**config.mk**
```make
export PLATFORM = sky130hd
export DESIGN_NAME = bv4_inv_pipe
export DESIGN_NICKNAME = d
export VERILOG_FILES = /design/src/rtl/aes128_package.sv /design/src/rtl/bv2_mul.sv /design/src/rtl/bv4_inv_pipe.sv
export SDC_FILE = /design/constraint.sdc
export NUM_CORES = 1
export LEC_CHECK = 0
export CAP_MARGIN = 15
export CORE_UTILIZATION = 48
export DETAILED_ROUTE_END_ITERATION = 7
export PLACE_DENSITY = 0.76
export SYNTH_ARGS = -nofsm -noshare
export SYNTH_HDL_FRONTEND = slang
export SYNTH_HIERARCHICAL = 1
export SYNTH_SLANG_ARGS = --single-unit
```
**constraint.sdc**
```tcl
create_clock -name in_clock -period 2.2 [get_ports in_clock]
set_input_delay 0.44 -clock in_clock [delete_from_list [all_inputs] [get_ports in_clock]]
set_output_delay 0.44 -clock in_clock [all_outputs]
set_load 0.005 [all_outputs]
```
**src/rtl/aes128_package.sv**
```systemverilog
// Shared GF(2^4)/GF(2^2) tower-field types and constants.
// Used by bv4_inv_pipe and bv2_mul.
package aes128_package;

  typedef logic [1:0] bv2_t;
  typedef logic [3:0] bv4_t;

  // GF(4) scaling constant N of the GF(16) tower polynomial
  localparam bv2_t BV4_INV_NU = 2'b10;

  typedef struct packed {
    bv2_t xh;
    bv2_t xl;
    bv2_t d;
  } bv4_inv_s1_t;

  // Squaring (and inversion) in GF(4) normal basis
  function automatic bv2_t bv2_swap(input bv2_t a);
    return {a[0], a[1]};
  endfunction

endpackage

```
**src/rtl/bv2_mul.sv**
```systemverilog
// GF(2^2) multiplier in normal basis {W^2, W}.
// Purely combinational.
module bv2_mul
  import aes128_package::*;
(
  input  bv2_t a_i,
  input  bv2_t b_i,
  output bv2_t y_o
);

  logic e;

  assign e   = (a_i[1] ^ a_i[0]) & (b_i[1] ^ b_i[0]);
  assign y_o = {(a_i[1] & b_i[1]) ^ e,
                (a_i[0] & b_i[0]) ^ e};

endmodule

```
**src/rtl/bv4_inv_pipe.sv**
```systemverilog
// Elastic pipelined GF(2^4) inverter (tower normal basis).
// Define BV4_INV_PIPE_OUT_REG_EN to add a registered output stage.
module bv4_inv_pipe
  import aes128_package::*;
(
  input  logic in_clock,
  input  logic in_reset,
  input  logic in_valid,
  output logic out_ready,
  input  bv4_t in_x,
  output logic out_valid,
  input  logic in_ready,
  output bv4_t out_y
);

  bv2_t        xh;
  bv2_t        xl;
  bv2_t        hl;
  bv2_t        sq_in;
  bv2_t        sq;
  bv2_t        d_c;
  bv2_t        dinv;
  bv2_t        yh;
  bv2_t        yl;
  bv4_t        y_c;
  bv4_inv_s1_t s1_d;
  bv4_inv_s1_t s1_q;
  logic        s1_full_d;
  logic        s1_full_q;
  logic        s1_take;
  logic        s1_move;
  logic        s1_load;

  assign xh    = in_x[3:2];
  assign xl    = in_x[1:0];
  assign sq_in = bv2_swap(xh ^ xl);

  bv2_mul u_mul_hl (
    .a_i (xh),
    .b_i (xl),
    .y_o (hl)
  );

  bv2_mul u_mul_sq (
    .a_i (sq_in),
    .b_i (BV4_INV_NU),
    .y_o (sq)
  );

  assign d_c  = hl ^ sq;
  assign dinv = bv2_swap(s1_q.d);

  bv2_mul u_mul_yh (
    .a_i (dinv),
    .b_i (s1_q.xl),
    .y_o (yh)
  );

  bv2_mul u_mul_yl (
    .a_i (dinv),
    .b_i (s1_q.xh),
    .y_o (yl)
  );

  assign y_c = {yh, yl};

  assign s1_move   = s1_full_q & s1_take;
  assign out_ready = ~in_reset &
                     (~s1_full_q | s1_move);
  assign s1_load   = in_valid & out_ready;

  // S1 next state: load new operand, or drain and zero
  always_comb begin
    s1_full_d = s1_full_q;
    s1_d      = s1_q;
    if (s1_load) begin
      s1_full_d = 1'b1;
      s1_d      = {xh, xl, d_c};
    end else if (s1_move) begin
      s1_full_d = 1'b0;
      s1_d      = '0;
    end
  end

  // S1 registers
  always_ff @(posedge in_clock) begin
    if (in_reset) begin
      s1_full_q <= 1'b0;
      s1_q      <= '0;
    end else begin
      s1_full_q <= s1_full_d;
      s1_q      <= s1_d;
    end
  end

`ifdef BV4_INV_PIPE_OUT_REG_EN
  logic s2_full_d;
  logic s2_full_q;
  bv4_t s2_y_d;
  bv4_t s2_y_q;
  logic s2_move;

  assign s2_move = s2_full_q & in_ready;
  assign s1_take = ~s2_full_q | s2_move;

  // S2 next state: capture result, or drain and zero
  always_comb begin
    s2_full_d = s2_full_q;
    s2_y_d    = s2_y_q;
    if (s1_move) begin
      s2_full_d = 1'b1;
      s2_y_d    = y_c;
    end else if (s2_move) begin
      s2_full_d = 1'b0;
      s2_y_d    = '0;
    end
  end

  // S2 registers drive the outputs directly
  always_ff @(posedge in_clock) begin
    if (in_reset) begin
      s2_full_q <= 1'b0;
      s2_y_q    <= '0;
    end else begin
      s2_full_q <= s2_full_d;
      s2_y_q    <= s2_y_d;
    end
  end

  assign out_valid = s2_full_q;
  assign out_y     = s2_y_q;
`else
  assign s1_take   = in_ready;
  assign out_valid = s1_full_q;
  assign out_y     = s1_full_q ? y_c : '0;
`endif

endmodule

```
# [Word-level counts from Yosys, hierarchy flattened]
# Index checks and enable logic that the tools add are counted.
[totals] ff_bits=7 latch_bits=0 ramBits=0 rom_bits=0 in_bits=8 out_inout_bits=6 word_cells=40 memories=0
[classes] add_sub_neg=0 multipliers=0 n_div=0 magnitude_cmp=0 n_eq_ne=0 shifts=0 mux=5 bitwise=30 n_reduce_logical=1
[op_table] op="XOR 1 bit" n=13
[op_table] op="bitwise AND 1 bit" n=12
[op_table] op="two-way mux 6 bit" n=2
[op_table] op="two-way mux 4 bit" n=1
[op_table] op="XOR 2 bit" n=2
[op_table] op="two-way mux 1 bit" n=2
[op_table] op="NOT 1 bit" n=2
[op_table] op="nonzero test 2 bit" n=1
[op_table] op="OR 1 bit" n=1

# [Longest topological paths before layout]
# Gate-level depths: netlist of the first run.
[logic_depth] depth_word=5 mapped_depth=7 ltp_nobuf=7

# [By module]
# Netlist of the first run, hierarchy kept.
[by_module_without_submodules] mod="bv4_inv_pipe" instances=1 cells_per_inst=41 area_per_inst_um2=362.8 seq_area_each_um2=140.1
[by_module_without_submodules] mod="bv2_mul" instances=4 cells_per_inst=10 area_per_inst_um2=68.8 seq_area_each_um2=0.0

# [Worst setup path after synthesis of the first run]
# Ideal clock, no wire load.
[synth_timing] kind="input port to flip-flop" from="input port in_x[1]" to="register s1_q (netlist bit dinv[1])" setup_time_ns=0.124 arrival_ns=1.579 t_required_ns=2.076 setup_slack_ns=0.497 stages=7 path_buffers=0 path_cell_list="xor2_1 > nor2_1 > mux2_2 > a32o_1 > xor2_1 > a32oi_1 > nor2_1"
[synth_between] word_cells_on_any_way=7 cone_classes="mux: 1; bitwise: 6"
[synth_lines] element="from (decl)" line_no="bv4_inv_pipe.sv:10" rtl="input bv4_t in_x,"
[synth_lines] element="XOR 2 bit" line_no="bv4_inv_pipe.sv:36" rtl="assign sq_in = bv2_swap(xh ^ xl);"
[synth_lines] element="XOR 1 bit" line_no="bv2_mul.sv:13" rtl="assign e = (a_i[1] ^ a_i[0]) & (b_i[1] ^ b_i[0]);"
[synth_lines] element="named net sq[0]" line_no="bv4_inv_pipe.sv:20" rtl="bv2_t sq;"
[synth_lines] element="XOR 2 bit" line_no="bv4_inv_pipe.sv:50" rtl="assign d_c = hl ^ sq;"
[synth_lines] element="two-way mux 6 bit" line_no="bv4_inv_pipe.sv:76" rtl="if (s1_load) begin"
[synth_lines] element="to (signal assigned)" line_no="bv4_inv_pipe.sv:89" rtl="s1_q <= '0;"
[synth_lines] element="to (signal assigned)" line_no="bv4_inv_pipe.sv:92" rtl="s1_q <= s1_d;"
[synth_lines] element="to (decl)" line_no="bv4_inv_pipe.sv:27" rtl="bv4_inv_s1_t s1_q;"
# The timed path passes the listed nets, and every way through them passes these cells.
# A chain may end at the register's enable or synchronous reset.

# [Final worst setup path of the first run]
[layout_timing] from="register s1_q[5] (netlist name)" to="output port out_y[0]"
[layout_between] elab_chain_len=4
[layout_lines] element="XOR 1 bit" line_no="bv2_mul.sv:13"
[layout_lines] element="bitwise AND 1 bit" line_no="bv2_mul.sv:13"
[layout_lines] element="XOR 1 bit" line_no="bv2_mul.sv:15" rtl="(a_i[0] & b_i[0]) ^ e};"
[layout_lines] element="named net yl[0]" line_no="bv4_inv_pipe.sv:24" rtl="bv2_t yl;"
[layout_lines] element="two-way mux 4 bit" line_no="bv4_inv_pipe.sv:135" rtl="assign out_y = s1_full_q ? y_c : '0;"
[layout_lines] element="to (decl)" line_no="bv4_inv_pipe.sv:13" rtl="output bv4_t out_y"
# The timed path passes the listed nets, and every way through them passes these cells.

==> reports/results.ini, run 1 <==
[setup_path]
critPathCaptureType = output pin
required_ns = 1.76
start_kind = flop
crit_path_max_fanout = 5
ff2ff_setup_slack_ns = 1.06
r2r-start = out_valid
timing.rr.end = s1_q[2]
reg2regPathDepth = 3
cp.arrival_ns = 1.71
worstSetupPathType = reg -> out

[power_and_ir_drop]
leakage_nw = 0.357
report.power.total_mw = 0.400
power_switching_mw = 0.119
swShare = 0.298
ir_drop_mv = 0.355
sequentialPowerShare = 0.386
comb_power_share = 0.331
power_frac_clock = 0.283
p_per_area_mw_per_mm2 = 441
p_int_mw = 0.281

[clocking]
cts_buffers = 3
clk_pin_slew_ns = 0.05
clockBufferDepth = 2
clock-sinks = 7
clock-root-buffer = clkbuf_4
cts_tree = yes
htree_num_levels = 1
clk_latency_ns = 0.25

[timing]
layout_min_cycle_time_ns = 2.15
min_period_over_period = 0.977
finalSetupViolCount = 0
slew_violations = 0
hold_viol_final = 0
max_freq_mhz = 465
fin_worst_skew_ns = 0.00375
setup_ws_ns = 0.0517

[logic_synthesis]
netlist.area_leader.share = 0.220
synth_area_um2 = 638
syn_inst = 81
syn_area_per_cell_um2 = 7.88
synth_area_leaders = dfxtp_1, mux2_2, nor2_1
ys_ff_latch = 7
ys_seq_area_frac = 0.220
ys_warn_count = 6
synthDistinctLibCells = 21
synth_area_leader_cell = dfxtp_1

[global_routing]
antenna_found_initial = 0
grt_max_degree = 12
grt-ovfl-total = 0
grt_use_total = 0.216
grt_pass1_wl_um = 2210
grt_pass1_vias = 558

[final_layout]
drive_above_1_share = 0.277
final_common_cell = nor2_1
syn2layout_area_growth_pct = 42.2
antenna_cells = 0
final_cell_mix = nor2_1, clkdlybuf4s50_1, conb_1
stdcell_area_um2 = 907
finalNetCount = 121
final_core_util = 0.775

[floorplan]
num_rows = 12
fp.dieArea_mm2 = 0.00148
die_w_um = 38.5
ios = 14
die_h_um = 38.5
start_util = 0.545
core_mm2 = 0.00117

[place]
dp_slack_ns = 0.00221
placed_area_um2 = 856
place.gp.congestion = 0.740
portBuffers = 13
hpwl_um = 1010

[min_path]
hold_path_class = reg -> reg
whs_path_depth = 2
min_to = s1_q[3]
worstHoldStart = s1_q[3]

[routing]
drt_wl_total_um = 1380
drt_iter0_markers = 17
detail-route-antenna-nets = 0
vias = 673
via_per_inst = 5.34
dr.pass1.iters = 4
drc = 0
drt-wirelength-per-cell_um = 11.0

[status]
status = completed

[job]
drv_cap = 0

==> sequential cells by signal, indices dropped and copies added, names as in the netlist <==
signal,cells
s1_q,4
dinv,2
out_valid,1
==> final cells by class <==
class	count	area, µm²
multi-input cells	78	504
inverters	1	3.75
fillers	88	264
flip-flops and latches	7	160
clock buffers	4	26.3
well taps	14	17.5
repair buffers	22	195
==> synthesized netlist by cell type <==
| cell type | n |
|---|---|
| xor2_1 | 4 |
| nand2b_1 | 1 |
| nand2b_2 | 4 |
| and2_1 | 4 |
| buf_6 | 1 |
| buf_2 | 1 |
| inv_1 | 1 |
| a32o_1 | 4 |
| dfxtp_1 | 7 |
| mux2_2 | 8 |
| nor2_1 | 17 |
| o211ai_1 | 5 |
| a32oi_1 | 5 |
| nand2_1 | 8 |
| conb_1 | 2 |
| mux2i_4 | 1 |
| a21oi_1 | 1 |
| nand3_1 | 4 |
| o21ai_1 | 1 |
| and2b_1 | 1 |
| buf_1 | 1 |
==> metrics by stage <==
| step | hold WS, ns | TNS (ns) | instances |
|---|---|---|---|
| final | 0.527 | 0 | 126 |
| after global routing | 0.559 | -0.00154 | 126 |
| after CTS | 0.533 | 0 | 125 |
| after detailed placement | 0.574 | 0 | 121 |
| after global placement | 0.569 | 0 | 121 |
| after floorplan | 0.527 | 0 | 89 |
==> how the worst max path moves through the flow <==
stage                  from  slack [ns]        to
floorplan           in_x[1]        0.50   dinv[1]
global placement    in_x[1]        0.05   dinv[0]
detailed placement  in_x[1]       0.002   dinv[0]
CTS                 dinv[0]        0.03  out_y[0]
global route        s1_q[3]      -0.002  out_y[2]
finish              s1_q[5]        0.05  out_y[0]
==> timing repair <==
item,in CTS,in global routing
gates resized for setup,7,4
hold buffers,0,0
gates cloned,0,0
setup endpoints to repair,4,3
setup buffers,0,1
==> layer usage <==
layer / GRT usage / vias to the layer above / share of wire
li1: - / 351 / -
met1: 0.263 / 308 / 0.49
met2: 0.364 / 14 / 0.47
met3: 0.0698 / 0 / 0.037
met4: 0.0517 / 0 / 0
met5: 0 / - / 0
==> critical path, stage by stage (launching register included) <==
cell and delay, ns:
dfxtp_4 0.36, mux2_2 0.33, a32o_1 0.19, and2_1 0.15, clkdlybuf4s50_1 0.43
==> cell families (layout without fill, tap and decap cells) <==
family / after synthesis / count (layout) / synth area share
DFF: 7 / 7 / 0.220
and+or+nand+nor: 39 / 39 / 0.294
muxes: 9 / 9 / 0.176
xor gates and xnor gates: 4 / 4 / 0.0549
AOI/OAI and AO/OA: 16 / 16 / 0.206
other: 2 / 10 / 0.0118
buffers and inverters: 4 / 27 / 0.0372
==> power by group through the flow <==
stage,Sequential [mW],Clock (mW),Combinational [mW]
floorplan,0.152,0,0.0829
global placement,0.158,0,0.124
detailed placement,0.159,0,0.127
CTS,0.158,0.117,0.128
global route,0.157,0.124,0.146
finish,0.154,0.113,0.132
(Power assumes the default switching activity.)
==> run 2, diff against run 1 <==
--- a/config.mk
+++ b/config.mk
@@ -6,6 +6,7 @@
 export NUM_CORES = 1
 export LEC_CHECK = 0
 export CAP_MARGIN = 15
+export CORE_MARGIN = 2
 export CORE_UTILIZATION = 48
 export DETAILED_ROUTE_END_ITERATION = 7
 export PLACE_DENSITY = 0.76
==> run 2 against run 1 <==
Effect of this change: maximum frequency up 13%; register-to-register slack about the same; clock-buffer cell count unchanged; flip-flop and latch count unchanged; largest cell class unchanged; cell area up 3.4%; die area up 11%; non-clock buffer count up 2; hold slack better by 0.010 ns; combinational power up 5%; setup slack better by 0.24 ns; critical path depth up 4; clock power up 5%.
==> reports/results.ini, run 2 (synthesized netlist as in run 1, its figures left out) <==
[clocking]
clock-root-buffer = clkbuf_4
cts_hold_buf = 0
clock-sinks = 7
cts_buffers = 3
clk_latency_ns = 0.26
clk_pin_slew_ns = 0.05
cts_tree = yes
clockBufferDepth = 2
htree_num_levels = 1

[global_routing]
grt_pass1_wl_um = 2240
grt-ovfl-total = 0
grt_max_degree = 12
antenna_found_initial = 0
grt_use_total = 0.205
grt_pass1_vias = 520

[setup_path]
ff2ff_setup_slack_ns = 1.05
crit_path_max_fanout = 2
r2r-start = out_valid
start_kind = primary input
worstSetupPathType = in -> reg
critPathCaptureType = flop
cp-startpoint = in_x[3]
required_ns = 2.35
cp.arrival_ns = 2.05

[routing]
drt_wl_total_um = 1420
vias = 673
detail-route-antenna-nets = 0
via_per_inst = 5.22
drc = 0
dr.pass1.iters = 4
drt-wirelength-per-cell_um = 11.0
drt_iter0_markers = 5

[power_and_ir_drop]
ir_drop_mv = 0.299
p_per_area_mw_per_mm2 = 438
leakage_nw = 0.453

[min_path]
worstHoldStart = s1_q[5]
hold_path_class = reg -> reg

[final_layout]
final_cell_mix = nor2_1, buf_4, conb_1
stdcell_area_um2 = 938
fillers = 112
finalNetCount = 123
final_common_cell = nor2_1
multi_input_area_um2 = 504
syn2layout_area_growth_pct = 47.1
largest_reg_flops = 4
final-seq-area_um2 = 160
drive_above_1_share = 0.289
antenna_cells = 0
regMostFlops = s1_q
final_core_util = 0.740

[floorplan]
ios = 14
fp.dieArea_mm2 = 0.00164
num_rows = 13
start_util = 0.503
die_h_um = 40.5
core_mm2 = 0.00127
die_w_um = 40.5

[place]
place.gp.congestion = 0.745
hpwl_um = 1050
placed_area_um2 = 865
portBuffers = 13
dp_slack_ns = 0.0143

[timing]
setup_tns_ns = 0
slew_violations = 0
layout_min_cycle_time_ns = 1.90
finalSetupViolCount = 0
setup_ws_ns = 0.297
max_freq_mhz = 525
rsz0062_at_grt = no
min_period_over_period = 0.865
hold_viol_final = 0
fin_worst_skew_ns = 0.00650

[job]
drv_cap = 0

[status]
status = completed

==> run 2: path summary, 6_finish.rpt <==
kind	to	cells after the start
setup reg to reg	s1_q[2]	3
hold / removal	s1_q[5]	2
hold reg to reg	s1_q[5]	2
setup / recovery	dinv[1]	8
==> run 2: what timing repair did <==
action / CTS / global route
buffers inserted: 2 / 0
cloned: 0 / 0
endpoints found under the setup margin: 4 / 5
resized for setup: 7 / 9
==> run 2: cell type report <==
cell class,count,area share
repair buffers,24,0.240
multi-input cells,78,0.537
inverters,1,0.00400
clock buffers,4,0.0280
flip-flops and latches,7,0.171
well taps,15,0.0200
==> run 2: layer usage <==
layer | routed length, µm | global-route usage
met5 | 0 | 0
met4 | 15 | 0.0750
met3 | 46 | 0.0167
met2 | 683 | 0.349
met1 | 673 | 0.267
==> run 2: worst max-delay path: stages <==
cell             delay [ns]
clkdlybuf4s50_1        0.49
xor2_1                 0.19
nor2_1                 0.06
mux2_2                 0.26
a32o_1                 0.21
xor2_1                 0.15
a32oi_1                0.20
nor2_1                 0.05
==> run 2: metrics by stage <==
step | cells | hold slack (ns) | total power [mW]
global route | 129 | 0.571 | 0.436
CTS | 129 | 0.556 | 0.418
global placement | 123 | 0.572 | 0.285
detailed placement | 123 | 0.598 | 0.289
floorplan | 89 | 0.527 | 0.235
finish | 129 | 0.537 | 0.411
==> run 2: power breakdown <==
group          internal, mW  switching [mW]  leakage (nW)
Combinational        0.0809          0.0578         0.376
Clock                0.0693          0.0498        0.0150
Sequential            0.135          0.0180        0.0615
Total                 0.285           0.126         0.453
==> run 3, diff against run 2 <==
--- a/config.mk
+++ b/config.mk
@@ -10,6 +10,7 @@
 export CORE_UTILIZATION = 48
 export DETAILED_ROUTE_END_ITERATION = 7
 export PLACE_DENSITY = 0.76
+export RECOVER_POWER = 50
 export SYNTH_ARGS = -nofsm -noshare
 export SYNTH_HDL_FRONTEND = slang
 export SYNTH_HIERARCHICAL = 1
==> run 3 against run 2 <==
Effect of this change: setup slack worse by 0.099 ns; clock skew barely moved; global-route usage did not move; highest routed layer unchanged; first-iteration DRC count rose to 2.6 times the previous value; clock power about the same; utilization down 0.49 points.
==> reports/results.ini, run 3 (synthesized netlist as in run 1, its figures left out) <==
[global_routing]
grt-ovfl-total = 0
grt_max_degree = 12
grt_pass1_wl_um = 2240
grt_pass1_vias = 520
antenna_found_initial = 0
grt_use_total = 0.205

[place]
placed_area_um2 = 865
portBuffers = 13
place.gp.congestion = 0.745
dp_slack_ns = 0.0143
hpwl_um = 1050
dp.cells = 123

[setup_path]
required_ns = 1.76
start_kind = primary input
cp_cell_sequence = dlygate4sd3_1 > and2b_1 > nor2_1 > clkdlybuf4s25_1
crit_path_max_fanout = 3
cp.arrival_ns = 1.56
critPathCaptureType = output pin
slowest_delay_ns = 0.54
worstSetupPathType = in -> out
cpMaxStageDelayCell = dlygate4sd3_1

[floorplan]
fp.dieArea_mm2 = 0.00164
die_w_um = 40.5
ios = 14
start_util = 0.503
die_h_um = 40.5
num_rows = 13
core_mm2 = 0.00127

[timing]
slew_violations = 0
max_freq_mhz = 499
holdWs_ns = 0.544
fin_worst_skew_ns = 0.00663
finalSetupViolCount = 0
hold_viol_final = 0
rsz0062_at_grt = no
setup_tns_ns = 0
min_period_over_period = 0.910
layout_min_cycle_time_ns = 2.00
setup_ws_ns = 0.197

[power_and_ir_drop]
report.power.total_mw = 0.410
p_per_area_mw_per_mm2 = 440
leakage_nw = 0.438
ir_drop_mv = 0.301

[routing]
via_per_inst = 5.23
vias = 675
drc = 0
drt_iter0_markers = 13
drt-wirelength-per-cell_um = 11.1
drt_wl_total_um = 1430
detail-route-antenna-nets = 0
dr.pass1.iters = 4

[clocking]
htree_num_levels = 1
clock-sinks = 7
clk_latency_ns = 0.26
clockBufferDepth = 2
clock-root-buffer = clkbuf_4
clk_pin_slew_ns = 0.05
cts_tree = yes
cts_buffers = 3

[final_layout]
fillers = 112
final_cell_mix = nor2_1, buf_4, conb_1
stdcell_area_um2 = 932
final_cells = 129
syn2layout_area_growth_pct = 46.1
drive_above_1_share = 0.281
multi_input_area_um2 = 504
finalNetCount = 123
final-seq-area_um2 = 160
antenna_cells = 0
final_common_cell = nor2_1
largest_reg_flops = 4
regMostFlops = s1_q
final_core_util = 0.735

[job]
drv_cap = 0

[status]
status = completed

[min_path]
hold_path_class = reg -> reg

[run 3: routing by layer]
layer	GRT usage	vias to the layer above	wire length, µm
li1	-	350	-
met1	0.267	306	665
met2	0.349	17	693
met3	0.0167	2	55
met4	0.0750	0	15
met5	0	-	0
[run 3: cell type report]
cell class                      count  share of cell area
Clock buffer                        4              0.0282
Inverter                            1             0.00403
Multi-Input combinational cell     78               0.541
Sequential cell                     7               0.172
Tap cell                           15              0.0201
Timing Repair Buffer               24               0.235
[run 3: final timing paths]
| path | from | endpoint | slack [ns] | cells past startpoint |
|---|---|---|---|---|
| max | in_ready | out_ready | 0.20 | 4 |
| min reg2reg | s1_q[5] | s1_q[5] | 0.54 | 2 |
| min | s1_q[5] | s1_q[5] | 0.54 | 2 |
| max reg2reg | out_valid | s1_q[5] | 1.03 | 3 |
[run 3: power by group]
part	leakage (nW)	switching [mW]	total [mW]	internal [mW]
logic	0.362	0.0581	0.138	0.0797
registers	0.0615	0.0181	0.153	0.135
clock network	0.0150	0.0499	0.119	0.0694
total	0.438	0.126	0.410	0.284
[run 3: what timing repair did]
item,4_1_cts,5_1_grt
cloned,0,0
hold endpoints to repair,0,0
buffers inserted,2,0
resized for setup,7,9
hold buffers,0,0
setup endpoints to repair,4,5
pin swaps,0,0
[run 3: critical path, delay by kind of cell]
family	cells	cell delay, ns
AND/OR/NAND/NOR	2	0.30
buffers and inverters	2	0.82
